[config.mk]
export PLATFORM = sky130hd
export DESIGN_NAME = branch_pht
export DESIGN_NICKNAME = d
export VERILOG_FILES = /design/src/rtl/branch_pht.sv
export SDC_FILE = /design/constraint.sdc
export NUM_CORES = 1
export LEC_CHECK = 0
export CORE_ASPECT_RATIO = 2
export CORE_MARGIN = 8
export CORE_UTILIZATION = 25
export DETAILED_ROUTE_END_ITERATION = 8
export MAX_ROUTING_LAYER = met4
export PLACE_DENSITY = 0.51
export SETUP_SLACK_MARGIN = 0.5
export SYNTH_ARGS = -nofsm -noshare
export SYNTH_HDL_FRONTEND = slang
export SYNTH_SLANG_ARGS = --single-unit
[constraint.sdc]
create_clock -name clk -period 2.42 [get_ports clk]
set_input_delay 0.242 -clock clk [delete_from_list [all_inputs] [get_ports clk]]
set_output_delay 0.242 -clock clk [all_outputs]
set_load 0.005 [all_outputs]
[src/rtl/branch_pht.sv]
// branch_pht -- pattern history table of saturating counters for branch
// direction prediction.
//
// A lookup indexes the table with lookup_pc[INDEX_W+1:2] and returns a
// combinational prediction. A resolved conditional branch trains the entry
// it was predicted from (upd_idx) and reports a registered mispredict pulse
// and a saturating misprediction count.
//
// Optional feature: define BRANCH_PHT_GSHARE_EN to build an INDEX_W-bit
// global history register. The lookup index then becomes base index XOR
// history. History shifts in act_taken on every update.
//
// Ports:
//   clk          in   clock, all state changes on rising edge
//   rstn_h       in   asynchronous active-low reset
//   lookup_pc    in   32-bit PC being predicted
//   branch_occr  in   00 not branch, 01 unconditional, 1x conditional
//   branch_taken out  combinational prediction
//   pred_idx     out  table index used by this lookup
//   upd_valid    in   resolved conditional branch this cycle
//   upd_idx      in   pred_idx captured at lookup of the resolving branch
//   act_taken    in   resolved direction
//   pred_taken   in   prediction originally issued for that branch
//   mispredict   out  registered one-cycle misprediction pulse
//   miss_cnt     out  registered saturating misprediction count
module branch_pht #(
  parameter int INDEX_W = 4,
  parameter int CTR_W   = 2,
  parameter int MISS_W  = 16
) (
  input  logic               clk,
  input  logic               rstn_h,
  input  logic [31:0]        lookup_pc,
  input  logic [1:0]         branch_occr,
  output logic               branch_taken,
  output logic [INDEX_W-1:0] pred_idx,
  input  logic               upd_valid,
  input  logic [INDEX_W-1:0] upd_idx,
  input  logic               act_taken,
  input  logic               pred_taken,
  output logic               mispredict,
  output logic [MISS_W-1:0]  miss_cnt
);

  localparam int DEPTH = 1 << INDEX_W;

  localparam logic [CTR_W-1:0]  CTR_MAX  = {CTR_W{1'b1}};
  localparam logic [CTR_W-1:0]  CTR_ZERO = {CTR_W{1'b0}};
  localparam logic [CTR_W-1:0]  CTR_ONE  = CTR_W'(1);
  // Weakly not-taken: one below the taken threshold.
  localparam logic [CTR_W-1:0]  CTR_INIT = CTR_W'((1 << (CTR_W - 1)) - 1);
  localparam logic [MISS_W-1:0] MISS_MAX = {MISS_W{1'b1}};
  localparam logic [MISS_W-1:0] MISS_ONE = MISS_W'(1);

  function automatic logic [CTR_W-1:0] ctr_sat_step(
    input logic [CTR_W-1:0] ctr,
    input logic             up
  );
    logic [CTR_W-1:0] res;
    res = ctr;
    if (up) begin
      if (ctr != CTR_MAX) res = ctr + CTR_ONE;
    end else begin
      if (ctr != CTR_ZERO) res = ctr - CTR_ONE;
    end
    return res;
  endfunction

  function automatic logic [MISS_W-1:0] miss_sat_inc(
    input logic [MISS_W-1:0] cnt
  );
    return (cnt == MISS_MAX) ? cnt : cnt + MISS_ONE;
  endfunction

  logic [CTR_W-1:0]   pht_q [DEPTH];
  logic [INDEX_W-1:0] base_idx;
  logic               miss_now;
  logic               mispredict_p1;
  logic [MISS_W-1:0]  miss_cnt_p1;

  // Only the word-aligned PC bits above bit 1 feed the index.
  logic unused_pc_bits;
  assign unused_pc_bits = ^{lookup_pc[31:INDEX_W+2], lookup_pc[1:0]};

  assign base_idx = lookup_pc[INDEX_W+1:2];
  assign miss_now = upd_valid & (act_taken ^ pred_taken);

`ifdef BRANCH_PHT_GSHARE_EN
  logic [INDEX_W-1:0] hist_q;

  always_ff @(posedge clk or negedge rstn_h) begin
    if (!rstn_h) begin
      hist_q <= '0;
    end else if (upd_valid) begin
      hist_q <= {hist_q[INDEX_W-2:0], act_taken};
    end
  end

  assign pred_idx = base_idx ^ hist_q;
`else
  assign pred_idx = base_idx;
`endif

  // Lookup: reads current table state, so a same-cycle update to the
  // same entry only shows up on the following cycle.
  always_comb begin
    branch_taken = 1'b0;
    case (branch_occr)
      2'b00:   branch_taken = 1'b0;
      2'b01:   branch_taken = 1'b1;
      default: branch_taken = pht_q[pred_idx][CTR_W-1];
    endcase
  end

  // Update stage: train one entry, register the statistics.
  always_ff @(posedge clk or negedge rstn_h) begin
    if (!rstn_h) begin
      for (int i = 0; i < DEPTH; i++) begin
        pht_q[i] <= CTR_INIT;
      end
    end else if (upd_valid) begin
      pht_q[upd_idx] <= ctr_sat_step(pht_q[upd_idx], act_taken);
    end
  end

  always_ff @(posedge clk or negedge rstn_h) begin
    if (!rstn_h) begin
      mispredict_p1 <= 1'b0;
      miss_cnt_p1   <= '0;
    end else begin
      mispredict_p1 <= miss_now;
      if (miss_now) begin
        miss_cnt_p1 <= miss_sat_inc(miss_cnt_p1);
      end
    end
  end

  assign mispredict = mispredict_p1;
  assign miss_cnt   = miss_cnt_p1;

endmodule

==> impl_results.html <==
<table>
<tr><th>Metric</th><th>Value</th></tr>
<tr><th colspan="2">Status</th></tr>
<tr><td>Result of the run</td><td>finished, final reports clean</td></tr>
<tr><th colspan="2">Worst setup path</th></tr>
<tr><td>Library cell appearing most often on the critical path</td><td>sky130_fd_sc_hd__mux2_4</td></tr>
<tr><td>Worst EP required</td><td>2.60 ns</td></tr>
<tr><td>Critical path depth</td><td>5</td></tr>
<tr><td>R2r worst-path depth</td><td>5</td></tr>
<tr><td>Startpoint type of the worst setup path</td><td>flip-flop</td></tr>
<tr><td>WP data arrival</td><td>2.22 ns</td></tr>
<tr><td>Crit Path Max Fanout</td><td>8</td></tr>
<tr><td>Start of the worst register-to-register path</td><td>pht_q[13]$_DFFE_PN0P_</td></tr>
<tr><td>Reg-to-reg slack, setup</td><td>0.38 ns</td></tr>
<tr><td>Sequence of cells on the critical path</td><td>buf_6, mux4_2, mux2_4, maj3_2, mux2_4</td></tr>
<tr><td>Largest stage delay on the critical path</td><td>0.45 ns</td></tr>
<tr><td>Crit path to</td><td>pht_q[31]$_DFFE_PN0P_</td></tr>
<tr><td>Reg2Reg Capture Point</td><td>pht_q[31]$_DFFE_PN0P_</td></tr>
<tr><td>Sum of buffers and inverters on the critical path</td><td>1</td></tr>
<tr><td>Kind of end point of the critical path</td><td>flip-flop</td></tr>
<tr><td>Family with the most delay on the worst path</td><td>multiplexers</td></tr>
<tr><td>Critical path startpoint</td><td>pht_q[13]$_DFFE_PN0P_</td></tr>
<tr><td>Slowest-stage cell, CP</td><td>sky130_fd_sc_hd__mux4_2</td></tr>
<tr><td>WS Path Type</td><td>flip-flop to flip-flop</td></tr>
<tr><th colspan="2">Place</th></tr>
<tr><td>Buffers added on ports</td><td>36</td></tr>
<tr><td>Final Wtd Congestion</td><td>0.813</td></tr>
<tr><td>Cell count after placement</td><td>391</td></tr>
<tr><td>Final HPWL DP</td><td>4520 um</td></tr>
<tr><td>Post-placement setup slack</td><td>-0.0732 ns</td></tr>
<tr><th colspan="2">Timing</th></tr>
<tr><td>Post-route fraction of the period consumed by the critical path</td><td>84.3%</td></tr>
<tr><td>Unrepaired setup endpoints after global routing</td><td>yes</td></tr>
<tr><td>Tmin final</td><td>2.04 ns</td></tr>
<tr><td>Setup Viol. Count Final</td><td>0</td></tr>
<tr><td>Maximum achievable frequency</td><td>490 MHz</td></tr>
<tr><td>Worst Slack Setup Final</td><td>0.379 ns</td></tr>
<tr><td>Normalized max-slew margin</td><td>36.0%</td></tr>
<tr><td>Final hold violation count</td><td>0</td></tr>
<tr><td>Max-slew violations</td><td>0</td></tr>
<tr><td>Slew @ Worst Pin</td><td>0.959 ns</td></tr>
<tr><td>Tightest hold margin</td><td>0.103 ns</td></tr>
<tr><td>Setup Skew</td><td>0.00576 ns</td></tr>
<tr><th colspan="2">Pwr</th></tr>
<tr><td>Clock network power share</td><td>27.9%</td></tr>
<tr><td>Sw frac</td><td>26.4%</td></tr>
<tr><td>Cell leakage power</td><td>1.41 nW</td></tr>
<tr><td>Power density over the cells</td><td>852 mW/mm^2</td></tr>
<tr><td>Part of the total power dissipated in sequential elements</td><td>44.8%</td></tr>
<tr><td>Post-layout power</td><td>0.00290 W</td></tr>
<tr><td>Internal power consumption</td><td>0.00214 W</td></tr>
<tr><td>IR drop worst, VDD</td><td>0.591 mV</td></tr>
<tr><td>Net load switching power</td><td>0.000766 W</td></tr>
<tr><td>Combinational Power Share</td><td>27.3%</td></tr>
<tr><th colspan="2">Floorplanning</th></tr>
<tr><td>Site Rows</td><td>53</td></tr>
<tr><td>Chip Height</td><td>161 um</td></tr>
<tr><td>Die X</td><td>88.3 um</td></tr>
<tr><td>Core Region</td><td>0.0103 mm^2</td></tr>
<tr><td>Die area</td><td>0.0142 mm^2</td></tr>
<tr><td>I/O pin total</td><td>65</td></tr>
<tr><td>Initial core utilization</td><td>25.2%</td></tr>
<tr><th colspan="2">Detailed routing</th></tr>
<tr><td>Drt via density</td><td>4.58</td></tr>
<tr><td>Vias</td><td>1842</td></tr>
<tr><td>Number of optimization iterations in the first detailed-route pass</td><td>4</td></tr>
<tr><td>Routed Antenna Nets</td><td>0</td></tr>
<tr><td>Post-route DRC</td><td>0</td></tr>
<tr><td>Total Wirelength</td><td>5890 um</td></tr>
<tr><td>Iteration-0 DRC Markers</td><td>89</td></tr>
<tr><td>Routed length per instance</td><td>14.6 um</td></tr>
<tr><th colspan="2">CTS</th></tr>
<tr><td>Clock tree from TritonCTS</td><td>yes</td></tr>
<tr><td>Clock-pin slew on the worst setup and hold paths</td><td>0.06 ns</td></tr>
<tr><td>Number of buffers created by CTS</td><td>5</td></tr>
<tr><td>Deepest level of the CTS H-tree</td><td>2</td></tr>
<tr><td>Clk Tree Root Cell</td><td>sky130_fd_sc_hd__clkbuf_16</td></tr>
<tr><td>Clock insertion delay at the later pin of the skew report</td><td>0.29 ns</td></tr>
<tr><td>Num Clock Sinks</td><td>49</td></tr>
<tr><td>Clock tree buffer depth</td><td>2</td></tr>
<tr><th colspan="2">Synth</th></tr>
<tr><td>Synth async-reset ratio</td><td>100%</td></tr>
<tr><td>Fraction of synthesized cell area taken by the top area cell type</td><td>31.6%</td></tr>
<tr><td>Number of enable-type register cells in the synthesized netlist</td><td>0</td></tr>
<tr><td>Register bit count reported by yosys</td><td>49</td></tr>
<tr><td>Main area contributors after synthesis</td><td>sky130_fd_sc_hd__dfrtp_1, sky130_fd_sc_hd__dfstp_2, sky130_fd_sc_hd__mux2_2</td></tr>
<tr><td>Unique cell type count in the Yosys netlist</td><td>36</td></tr>
<tr><td>Synthesis warning total</td><td>0</td></tr>
<tr><td>Proportion of synthesized chip area in sequential cells</td><td>47.7%</td></tr>
<tr><td>Gate count after technology mapping</td><td>216</td></tr>
<tr><td>Post-synthesis instance area</td><td>0.00261 mm^2</td></tr>
<tr><td>Prevailing post-synth register cell</td><td>sky130_fd_sc_hd__dfrtp_1</td></tr>
<tr><td>Post-synthesis cell type with the largest combined area</td><td>sky130_fd_sc_hd__dfrtp_1</td></tr>
<tr><td>Post-Synthesis Net Count</td><td>260</td></tr>
<tr><td>Post-Syn Area per Cell</td><td>12.1 um^2</td></tr>
<tr><th colspan="2">Global routing</th></tr>
<tr><td>Largest net degree at the start of global routing</td><td>45</td></tr>
<tr><td>Initial antenna violation count</td><td>0</td></tr>
<tr><td>Total grt overflow</td><td>0</td></tr>
<tr><td>Tot GR Track Use</td><td>9.43%</td></tr>
<tr><td>Via count of the first global-routing pass</td><td>2035</td></tr>
<tr><td>Wire length of the first global-routing pass</td><td>10200 um</td></tr>
<tr><th colspan="2">Layout</th></tr>
<tr><td>Most frequent cells in the layout</td><td>sky130_fd_sc_hd__dfrtp_1, sky130_fd_sc_hd__clkdlybuf4s50_1, sky130_fd_sc_hd__mux2_2</td></tr>
<tr><td>Fraction of layout instances using a drive strength above 1</td><td>33.2%</td></tr>
<tr><td>Total Nets Final</td><td>308</td></tr>
<tr><td>Final cell utilization of the core</td><td>32.9%</td></tr>
<tr><td>Most common cell after layout, fill and taps aside</td><td>sky130_fd_sc_hd__dfrtp_1</td></tr>
<tr><td>Diode count</td><td>0</td></tr>
<tr><td>Final instance count without filler cells</td><td>402</td></tr>
<tr><td>Layout overhead on the synthesized area</td><td>30.5%</td></tr>
<tr><th colspan="2">Min path</th></tr>
<tr><td>Class of the tightest hold or removal check</td><td>primary input to async pin</td></tr>
<tr><th colspan="2">Flow run</th></tr>
<tr><td>Max Cap Viol</td><td>0</td></tr>
</table>
[worst min path at each step]
| stage | depth (start not counted) | slack, ns | from | to |
|---|---|---|---|---|
| global route | 1 | 0.20 | rstn_h | pht_q[23]$_DFFE_PN0P_ |
| detailed placement | 1 | 0.47 | rstn_h | pht_q[31]$_DFFE_PN0P_ |
| CTS | 1 | 0.15 | rstn_h | pht_q[23]$_DFFE_PN0P_ |
| global placement | 1 | 0.45 | rstn_h | pht_q[13]$_DFFE_PN0P_ |
| finish | 1 | 0.10 | rstn_h | pht_q[13]$_DFFE_PN0P_ |
| floorplan | 0 | -0.05 | rstn_h | mispredict$_DFF_PN0_ |
[Yosys cell counts, types with 3 or more instances]
library cell               number
sky130_fd_sc_hd__mux4_2        12
sky130_fd_sc_hd__nand2b_1       3
sky130_fd_sc_hd__dfstp_2       16
sky130_fd_sc_hd__inv_1          4
sky130_fd_sc_hd__nand4_1        3
sky130_fd_sc_hd__nand2_1       11
sky130_fd_sc_hd__buf_4          5
sky130_fd_sc_hd__nor4_1         6
sky130_fd_sc_hd__mux2_2        32
sky130_fd_sc_hd__nor2_1        19
sky130_fd_sc_hd__o21ai_0        4
sky130_fd_sc_hd__a21oi_1        8
sky130_fd_sc_hd__xor2_1        11
sky130_fd_sc_hd__nand3_1       11
sky130_fd_sc_hd__nand3b_1       5
sky130_fd_sc_hd__nor3_1         4
sky130_fd_sc_hd__dfrtp_1       33
[metrics by stage]
step	area, um^2	setup TNS, ns
finish	3410	0
global route	3410	0
CTS	3390	0
detailed placement	3170	-0.483
global placement	3170	-0.417
floorplan	2620	0
[layout make-up]
| type | count | area, um^2 |
|---|---|---|
| clock buffer | 7 | 143 |
| tap | 137 | 171 |
| inverter | 4 | 15.0 |
| multi-input combinational | 153 | 1330 |
| clock inverter | 1 | 30.0 |
| timing repair buffer | 51 | 470 |
| sequential | 49 | 1250 |
| fill | 1087 | 6940 |
[state kept, by name (all words and copies together) (netlist names)]
| register | cells |
|---|---|
| pht_q | 32 |
| miss_cnt | 16 |
| mispredict | 1 |
[cell families after synthesis]
logic type                 Yosys count  synth area share [%]
and+or+nand+nor                     70                  13.7
DFF                                 49                  47.7
muxes                               46                  24.9
AOI/OAI and AO/OA                   19                  4.36
buffers and inverters               14                  2.83
xor gates and xnor gates            13                  4.36
adders and majority gates            5                  2.11
[repair_timing]
action	CTS	global route
hold buffers	0	0
cloned	0	0
setup endpoints to repair	33	29
pin swaps	1	1
setup buffers	3	0
resized for setup	15	4
[layer usage]
layer	vias to the layer above	global-route usage, %	routed length [um]
met1	913	11.3	2640
met4	0	4.11	106
li1	884	-	-
met3	9	2.41	264
met5	-	-	0
met2	36	14.5	2880
[power by group through the flow]
stage | clock network, W | registers [W] | logic [W]
2_1_floorplan | 0 | 0.00126 | 0.000491
3_3_place_gp | 0 | 0.00130 | 0.000727
3_5_place_dp | 0 | 0.00131 | 0.000737
4_1_cts | 0.000841 | 0.00130 | 0.000796
5_1_grt | 0.000871 | 0.00134 | 0.000868
6_report | 0.000810 | 0.00130 | 0.000792
Power figures use the tool's default switching activity.
